`src/rtl/lsu.sv`:
```
// Load/store unit: a single-outstanding valid/ready data-memory access with lane
// steering for stores and lane extraction plus extension for loads.
module lsu (
  input  logic        clk,
  input  logic        rst,
  input  logic        req_valid,
  output logic        req_ready,
  input  logic        is_store,
  input  logic [2:0]  mem_op,
  input  logic [31:0] addr,
  input  logic [31:0] wdata,
  output logic        resp_valid,
  output logic [31:0] rdata,
  output logic        err,
  output logic        mem_req_valid,
  input  logic        mem_req_ready,
  output logic [31:0] mem_addr,
  output logic        mem_wen,
  output logic [3:0]  mem_wmask,
  output logic [31:0] mem_wdata,
  input  logic        mem_rvalid,
  input  logic [31:0] mem_rdata
);

  typedef enum logic [1:0] {S_IDLE, S_REQ, S_WAIT, S_RESP} state_t;

  state_t      state_q, state_d;
  logic        is_store_q;
  logic [2:0]  op_q;
  logic [31:0] addr_q;
  logic [31:0] wdata_q;
  logic [31:0] rdata_q;
  logic        err_q;

  logic        accept;
  logic        illegal;
  logic        misaligned;
  logic        bad;
  logic [31:0] shifted;
  logic [31:0] load_val;
  logic [3:0]  wmask;
  logic [31:0] wdata_lanes;

  // Request checks act on the live inputs because they only matter at the accept edge.
  always_comb begin
    accept     = (state_q == S_IDLE) && req_valid;
    illegal    = 1'b0;
    misaligned = 1'b0;
    if (is_store) begin
      illegal = !((mem_op == 3'b000) || (mem_op == 3'b001) || (mem_op == 3'b010));
    end else begin
      illegal = (mem_op == 3'b011) || (mem_op == 3'b110) || (mem_op == 3'b111);
    end
    case (mem_op[1:0])
      2'b01:   misaligned = addr[0];
      2'b10:   misaligned = (addr[1:0] != 2'b00);
      default: misaligned = 1'b0;
    endcase
    bad = illegal || misaligned;
  end

  always_comb begin
    state_d = state_q;
    case (state_q)
      S_IDLE: if (req_valid) state_d = bad ? S_RESP : S_REQ;
      S_REQ:  if (mem_req_ready) state_d = is_store_q ? S_RESP : S_WAIT;
      S_WAIT: if (mem_rvalid) state_d = S_RESP;
      S_RESP: state_d = S_IDLE;
      default: state_d = S_IDLE;
    endcase
  end

  always_comb begin
    shifted  = mem_rdata >> {addr_q[1:0], 3'b000};
    load_val = shifted;
    case (op_q)
      3'b000:  load_val = {{24{shifted[7]}}, shifted[7:0]};
      3'b001:  load_val = {{16{shifted[15]}}, shifted[15:0]};
      3'b100:  load_val = {24'd0, shifted[7:0]};
      3'b101:  load_val = {16'd0, shifted[15:0]};
      default: load_val = shifted;
    endcase
  end

  always_comb begin
    wmask       = 4'b0000;
    wdata_lanes = wdata_q;
    if (is_store_q) begin
      case (op_q)
        3'b000: begin
          wmask       = 4'b0001 << addr_q[1:0];
          wdata_lanes = {4{wdata_q[7:0]}};
        end
        3'b001: begin
          wmask       = 4'b0011 << addr_q[1:0];
          wdata_lanes = {2{wdata_q[15:0]}};
        end
        default: begin
          wmask       = 4'b1111;
          wdata_lanes = wdata_q;
        end
      endcase
    end
  end

  always_ff @(posedge clk) begin
    if (rst) begin
      state_q    <= S_IDLE;
      is_store_q <= 1'b0;
      op_q       <= '0;
      addr_q     <= '0;
      wdata_q    <= '0;
      rdata_q    <= '0;
      err_q      <= 1'b0;
    end else begin
      state_q <= state_d;
      if (accept) begin
        is_store_q <= is_store;
        op_q       <= mem_op;
        addr_q     <= addr;
        wdata_q    <= wdata;
        rdata_q    <= '0;
        err_q      <= bad;
      end
      if ((state_q == S_WAIT) && mem_rvalid) begin
        rdata_q <= load_val;
      end
    end
  end

  assign req_ready     = (state_q == S_IDLE);
  assign resp_valid    = (state_q == S_RESP);
  assign rdata         = rdata_q;
  assign err           = err_q;
  assign mem_req_valid = (state_q == S_REQ);
  assign mem_addr      = {addr_q[31:2], 2'b00};
  assign mem_wen       = (state_q == S_REQ) && is_store_q;
  assign mem_wmask     = (state_q == S_REQ) ? wmask : 4'b0000;
  assign mem_wdata     = wdata_lanes;

endmodule

```
`config.mk`:
```
export PLATFORM = sky130hd
export DESIGN_NAME = lsu
export DESIGN_NICKNAME = d
export VERILOG_FILES = /design/src/rtl/lsu.sv
export SDC_FILE = /design/constraint.sdc
export NUM_CORES = 1
export LEC_CHECK = 0
export ABC_CLOCK_PERIOD_IN_PS = 2300
export BUFFER_PORTS_ARGS = -buffer_cell sky130_fd_sc_hd__buf_4
export CORE_UTILIZATION = 35
export CTS_CLUSTER_DIAMETER = 200
export DETAILED_ROUTE_END_ITERATION = 8
export HOLD_SLACK_MARGIN = 0.15
export SETUP_SLACK_MARGIN = 0.05
export SLEW_MARGIN = 20
export SYNTH_ARGS = -nofsm -noshare
export SYNTH_HDL_FRONTEND = slang
export SYNTH_SLANG_ARGS = --single-unit
```
`constraint.sdc`:
```
create_clock -name clk -period 2.3 [get_ports clk]
set_input_delay 0.575 -clock clk [delete_from_list [all_inputs] [get_ports clk]]
set_output_delay 0.575 -clock clk [all_outputs]
set_load 0.01 [all_outputs]
```
# ---- Word level (Yosys, flattened, before mapping)
# Index checks and enable logic that the tools add are counted.
dict set report op_classes {
  n_eq_ne 16
  n_shift 3
  mux 16
  n_reduce_logical 15
}
# operator count
set ops {}
lappend ops {{one-hot mux 32 bit (4 select lines)} 1}
lappend ops {{two-way mux 32 bit} 3}
lappend ops {{one-hot mux 32 bit (2 select lines)} 1}
lappend ops {{right shift 32 x 5 -> 32 bit} 1}
lappend ops {{equality test 3 bit (second input constant)} 4}
lappend ops {{two-way mux 2 bit} 4}
lappend ops {{two-way mux 4 bit} 2}
lappend ops {{one-hot mux 2 bit (4 select lines)} 1}
lappend ops {{one-hot mux 4 bit (2 select lines)} 1}
lappend ops {{equality test 2 bit (second input constant)} 3}
lappend ops {{equality test 3 x 1 -> 1 bit (second input constant)} 2}
lappend ops {{equality test 3 x 2 -> 1 bit (second input constant)} 2}
lappend ops {{zero test 3 bit} 2}
lappend ops {{logical OR 1 bit} 5}
lappend ops {{equality test 2 x 1 -> 1 bit (second input constant)} 2}
lappend ops {{inequality test 2 bit (second input constant)} 2}
lappend ops {{nonzero test 2 bit} 2}
lappend ops {{left shift 1 x 2 -> 4 bit (first input constant)} 1}
lappend ops {{left shift 2 x 2 -> 4 bit (first input constant)} 1}
lappend ops {{logical AND 1 bit} 3}
lappend ops {{AND reduction 3 bit} 1}
lappend ops {{zero test 2 bit} 1}
lappend ops {{two-way mux 1 bit} 2}
lappend ops {{inequality test 2 x 1 -> 1 bit (second input constant)} 1}
lappend ops {{2 further kinds} 2}
dict set report totals {
  reg_bits 103
  inputBits 105
  out_inout_bits 105
  word_cells 57
}

# ---- Longest topological paths before layout
# Gate-level depths: netlist of run 1.
dict set report logic_depth {
  depth_word 9
  mapped_depth 8
  mapped_depth_nobuf 6
}

# ---- Worst setup path before layout of run 1
# No wires, ideal clock.
dict set report synth_timing {
  kind {register to output}
  from {register op_q[1]}
  to {output mem_wdata[20]}
  arrival_time_ps 1447
  required_time_ps 1725
  path_slack_ps 278
  stages_incl_launch_ff 6
  path_buffers 2
  path_cell_list {dfxtp_1 -> nor2_1 -> and2_1 -> buf_4 -> buf_4 -> mux2_2}
}
dict set report synth_between {
  elab_chain_cells 3
  word_cells_on_any_way 4
  classes_between {1 x eq/ne; 2 x mux; 1 x reduce/logical}
}
# element line_no
set synth_rtl {}
lappend synth_rtl {{from (decl)} 29} ;# logic [2:0] op_q;
lappend synth_rtl {{from (signal assigned)} 119} ;# op_q <= mem_op;
lappend synth_rtl {{equality test 3 x 1 -> 1 bit / zero test 3 bit (equally long branches)} 89} ;# case (op_q)
lappend synth_rtl {{one-hot mux 32 bit (2 select lines) (*)} 89}
lappend synth_rtl {{two-way mux 32 bit (*)} 88} ;# if (is_store_q) begin
lappend synth_rtl {{to (decl)} 20} ;# output logic [31:0] mem_wdata,
# Mark *: on every way between the ends. The rest lies on a longest branch, timed or not.

# ---- Final worst setup path of run 1
dict set report layout_timing {
  from {register op_q[2]}
  to {output mem_wdata[8]}
}
# Same word-level chain as after synthesis.

==> flow_summary.toml, run 1 <==
[worst_setup_path]
endpoint_kind = "output port"
critPathTopFamily = "multiplexers"
worstPathCellList = "nor2_4, and3_4, buf_8, mux2_2, buf_4"
cp_data_arrival_time_ns = 1.63
critPathKind = "flip-flop to output port"
cp-start-kind = "flip-flop"
critPathBufInv = 2
slowest_delay_ns = 0.35
worst_ep_required_time_ns = 1.73
critical_path.max_fanout = 8
cp_slowest_cell = "mux2_2"

[timing]
rsz0062_at_grt = "true"
relSlewSlack = 0.545
clock.fmax_ghz = 0.453
setup_viol = 0
post-route-period-util = 0.960
finClkSkew_ns = 0.00545
slew_viol_final = 0
hold_viol_final = 0
period_needed_ns = 2.21
timing.setup.tns_ns = 0
worst_slew_pin_slew_ns = 0.682

[routing]
vias_per_cell = 4.96
dr.pass1.iters = 4
vias = 4589
wl_per_cell_um = 15.5
drc = 0
drtIter0Drc = 338
drt_wl_total_mm = 14.4
postRouteAntennaNets = 0

[clocking]
cts-root-buf = "clkbuf_16"
clk_pin_slew_ns = 0.07
numCtsBuffers = 9
clock_sinks = 103
cts_tree = "yes"
htreeDepth = 3
cts_hold_buf = 0
clockBufferDepth = 2
clock_latency_ns = 0.35

[job]
max_cap_violations = 0

[finish]
drive_gt1_frac = 0.389
nets = 856
syn_to_final_growth_pct = 37.0
instances_no_fill = 926
diodes = 0

[synthesis]
synth_flop_cell = "dfxtp_1"
postSynthAreaPerCell_um2 = 8.55
yosysMostFrequentCell = "nand2_1"
synth_area_leaders = "dfxtp_1 (41%), nand2_1 (11%), a21oi_1 (9.5%)"
async_flop_share = 0
synth-edff-count = 0
yosys.area.top_type_share = 0.409
syn-instance-count = 589
ys.warnings.count = 0
yosys-top-cells-count = "nand2_1 (141), dfxtp_1 (103), a21oi_1 (96)"
yosysSeqAreaShare = 0.409
syn_area_um2 = 5040
ys_ff_latch = 103
netlist-cell-type-count = 40
yosys.area.top_type = "dfxtp_1"

[floorplan]
dieArea_um2 = 14900
rows = 43
die_h_um = 122
die-width_um = 122
coreArea_um2 = 14000
start_util = 0.360
ios = 210

[run_status]
outcome = "complete, no violations"

[global_routing]
gr-total-overflow = 0
grt_pass1_wl_mm = 21.7
grt_usage = 0.187
antenna_found_initial = 0
grt_max_degree = 65
grt_pass1_vias = 4165

[power]
irDropWorstVdd_uv = 395
leakagePower_nw = 3.01
power.density_nw_per_um2 = 910

[place]
place_inst = 906
dp_hpwl_mm = 10.4
numPortBuffers = 207
place.gp.congestion = 0.786

[hold_path]
hp-class = "flip-flop to flip-flop"
## cell families (layout without fill, tap and decap cells)
family / count (synthesis) / in the layout / synth area share
and+or+nand+nor: 189 / 189 / 0.155
buffers and inverters: 95 / 251 / 0.110
muxes: 50 / 50 / 0.125
other: 1 / 2 / 0.000744
DFF: 103 / 103 / 0.409
xor gates and xnor gates: 1 / 1 / 0.00174
AOI/OAI and AO/OA: 141 / 141 / 0.176
adders and majority gates: 9 / 9 / 0.0223
## flip-flops by register name, indices dropped and copies added (netlist names)
signal,flops
addr_q,32
err,1
is_store_q,1
op_q,3
rdata,32
state_q,2
wdata_q,32
## per-layer routing
layer | routed length (um) | vias up | share of wire | track usage
met5 | 0 | - | 0 | 0
met4 | 214 | 0 | 0.015 | 0.0687
met3 | 940 | 14 | 0.065 | 0.0426
met1 | 6370 | 2134 | 0.44 | 0.242
li1 | - | 2284 | - | -
met2 | 6830 | 157 | 0.48 | 0.303
## report_power, final
group	internal [mW]	switching [mW]
clock	1.04	0.665
combinational	1.10	1.18
sequential	2.08	0.220
## per-stage QoR
step           worst slack (ns)  instance area (um2)  hold WS, ns  power, mW  utilization
2_1_floorplan             0.278                 5040        0.434       3.73            -
3_3_place_gp              0.399                 6470        0.442       4.53        0.463
3_5_place_dp              0.368                 6470        0.447       4.56        0.463
4_1_cts                  0.0523                 6830        0.455       6.29        0.488
5_1_grt                  0.0411                 6900        0.461       6.66        0.493
6_report                 0.0918                 6900        0.456       6.28        0.493
## repair_timing
item | CTS | global route
endpoints found under the setup margin | 16 | 16
gates cloned | 0 | 2
setup buffers | 1 | 2
pin swaps | 1 | 1
gates resized for setup | 7 | 3
## worst paths after layout
check	depth (start not counted)	from	to	slack, ns
max reg2reg	6	state_q[0]	rdata[29]	0.37
min reg2reg	2	wdata_q[18]	wdata_q[18]	0.46
min	2	wdata_q[18]	wdata_q[18]	0.46
max	5	op_q[2]	mem_wdata[8]	0.09
## worst register-to-register path, stage by stage, from the launching register on
cell and delay, ns:
dfxtp_1 0.35, inv_1 0.13, ha_1 0.21, nand2_1 0.14, nor4b_4 0.25, nor2b_1 0.54, a221o_1 0.26
## final cells by class
type,instances,area [um2]
multi-input cells,392,2450
well taps,180,225
repair buffers,227,1800
flip-flops and latches,103,2070
fillers,1358,7090
inverters,9,33.8
clock inverters,3,65.1
clock buffers,12,267
## layout by cell type (no fill, tap or decap), types with 2 or more instances in the layout
cell,netlist,routed
buf_4,43,220
nand2_1,141,140
dfxtp_1,103,101
a21oi_1,96,96
mux2_2,25,25
nor2_1,21,20
mux2i_1,17,17
a221o_1,16,16
nor3_1,13,13
clkbuf_16,0,11
ha_1,9,9
inv_1,9,8
o2bb2ai_1,8,8
mux4_2,8,8
a22oi_1,8,8
buf_12,0,4
o21ai_0,3,3
clkbuf_8,0,3
or2_2,2,2
nor2b_1,2,2
nand3_1,2,2
conb_1,1,2
bufinv_16,0,2
(Power assumes the default switching activity.)
==> inputs of run 2 (changes only) <==
- GPL_TIMING_DRIVEN: default -> 0
==> run 2 against run 1 <==
Maximum frequency about the same. Register-to-register slack got worse by 0.13 ns. Sequential power barely moved. Sequential share of layout area fell by 2.0 points. Final cell count rose by 7.5%. Critical path type unchanged.
==> flow_summary.toml, run 2 (synthesized netlist as in run 1, its figures left out) <==
[global_routing]
grt_max_degree = 19
grt_pass1_wl_mm = 23.9
grt_usage = 0.210
grt_pass1_vias = 4718
antenna_found_initial = 0
gr-total-overflow = 0

[finish]
drive_gt1_frac = 0.422
nets = 924
fillers = 1341
utilization = 0.528
final_area_um2 = 7390
syn_to_final_growth_pct = 46.7
diodes = 0
final_cell_mix = "buf_4 (239), nand2_1 (141), dfxtp_1 (100)"
final_common_cell = "buf_4"

[run_status]
outcome = "complete, no violations"

[worst_setup_path]
worst_ep_required_time_ns = 1.73
cp_data_arrival_time_ns = 1.63
critPathKind = "flip-flop to output port"
endpoint_kind = "output port"
cp-start-kind = "flip-flop"
worstPathCellList = "nor2_4, and3_4, buf_12, mux2_4, buf_6"
critical_path.max_fanout = 8
critPathBufInv = 2
slowest_delay_ns = 0.34
critPathTopFamily = "simple AND/OR/NAND/NOR gates"
cp_slowest_cell = "dfxtp_2"

[floorplan]
coreArea_um2 = 14000
start_util = 0.360
ios = 210
die_h_um = 122
dieArea_um2 = 14900
rows = 43
die-width_um = 122

[routing]
dr.pass1.iters = 4
wl_met3_mm = 1.13
wl_met1_mm = 6.76
vias = 4827
drt_wl_total_mm = 15.8
vias_per_cell = 4.85
wl_per_cell_um = 15.9
highest_layer = "met4"
postRouteAntennaNets = 0
drtIter0Drc = 243
wl_met2_mm = 7.67
drc = 0

[place]
dp_hpwl_mm = 12.2
numPortBuffers = 206
dpl_cell_area_um2 = 6810
place.gp.congestion = 0.876

[clocking]
cts_tree = "yes"
cts_hold_buf = 0
clk_pin_slew_ns = 0.07
clock_sinks = 103
clock_latency_ns = 0.35
clockBufferDepth = 2
htreeDepth = 3
numCtsBuffers = 9
cts-root-buf = "clkbuf_16"

[power]
p_seq_frac = 0.353
p_int_mw = 4.24
comb_power_share = 0.405
irDropWorstVdd_uv = 542
switchingPower_mw = 2.24
power.density_nw_per_um2 = 877
leakagePower_nw = 3.28
pwr-share-clk = 0.242
swShare = 0.346

[timing]
clock.fmax_ghz = 0.453
post-route-period-util = 0.960
slew_viol_final = 0
hold_viol_final = 0
worst_slew_pin_slew_ns = 0.557
relSlewSlack = 0.627
setup_viol = 0
rsz0062_at_grt = "true"
finClkSkew_ns = 0.00525
period_needed_ns = 2.21

[job]
max_cap_violations = 0

[hold_path]
hp-class = "flip-flop to flip-flop"
==> run 2: cell types whose count changed in the layout (fill, tap and decap cells not counted), sizes merged <==
cell,change
bufinv,-1
clkinvlp,+3
clkbuf,+10
inv,+2
buf,+55
==> run 2: layer usage <==
metal	vias up	track usage
met2	157	0.365
met1	2239	0.252
li1	2416	-
met4	0	0.0664
met3	15	0.0529
met5	-	0
==> run 2: power by group through the flow <==
stage               sequential [mW]  combinational (mW)  clock [mW]
floorplan                      2.29                1.44           0
global placement               2.30                2.41           0
detailed placement             2.31                2.45           0
CTS                            2.29                2.61        1.62
global route                   2.32                2.86        1.67
finish                         2.29                2.62        1.57
==> run 2: area by class of cell <==
class	count	area [um2]	share of cell area
clock buffer	9	225	0.0305
multi-input combinational	392	2540	0.344
inverter	9	33.8	0.00457
tap	180	225	0.0305
sequential	103	2070	0.280
buffer	81	528	0.0714
timing repair buffer	214	1690	0.229
clock inverter	7	80.1	0.0108
==> run 2: timing repair <==
| action | 4_1_cts | 5_1_grt |
|---|---|---|
| pin swaps | 2 | 2 |
| setup endpoints to repair | 28 | 67 |
| resized for setup | 50 | 21 |
| buffers inserted | 8 | 0 |
==> run 2: worst paths after layout <==
| check | from | to | slack (ns) | cells after the start |
|---|---|---|---|---|
| setup / recovery | op_q[2] | mem_wdata[8] | 0.09 | 5 |
| hold / removal | addr_q[17] | addr_q[17] | 0.46 | 2 |
| setup reg to reg | state_q[0] | wdata_q[20] | 0.24 | 8 |
| hold reg to reg | addr_q[17] | addr_q[17] | 0.46 | 2 |
==> run 2: worst register-to-register path, cell delays in order, from the launching register on <==
cell	delay [ns]
dfxtp_1	0.36
inv_1	0.13
ha_1	0.23
and2_1	0.13
buf_2	0.22
buf_2	0.27
buf_1	0.40
nand2_1	0.12
a21oi_1	0.13
==> run 2: stage by stage <==
stage	instances	TNS [ns]	power [mW]	setup WS, ns	hold slack (ns)
5_1_grt	995	0	6.85	0.0301	0.459
2_1_floorplan	590	0	3.73	0.278	0.434
3_3_place_gp	976	-1.39	4.71	-0.156	0.441
6_report	995	0	6.48	0.0931	0.456
3_5_place_dp	976	-1.71	4.76	-0.182	0.448
4_1_cts	997	0	6.51	0.0316	0.450
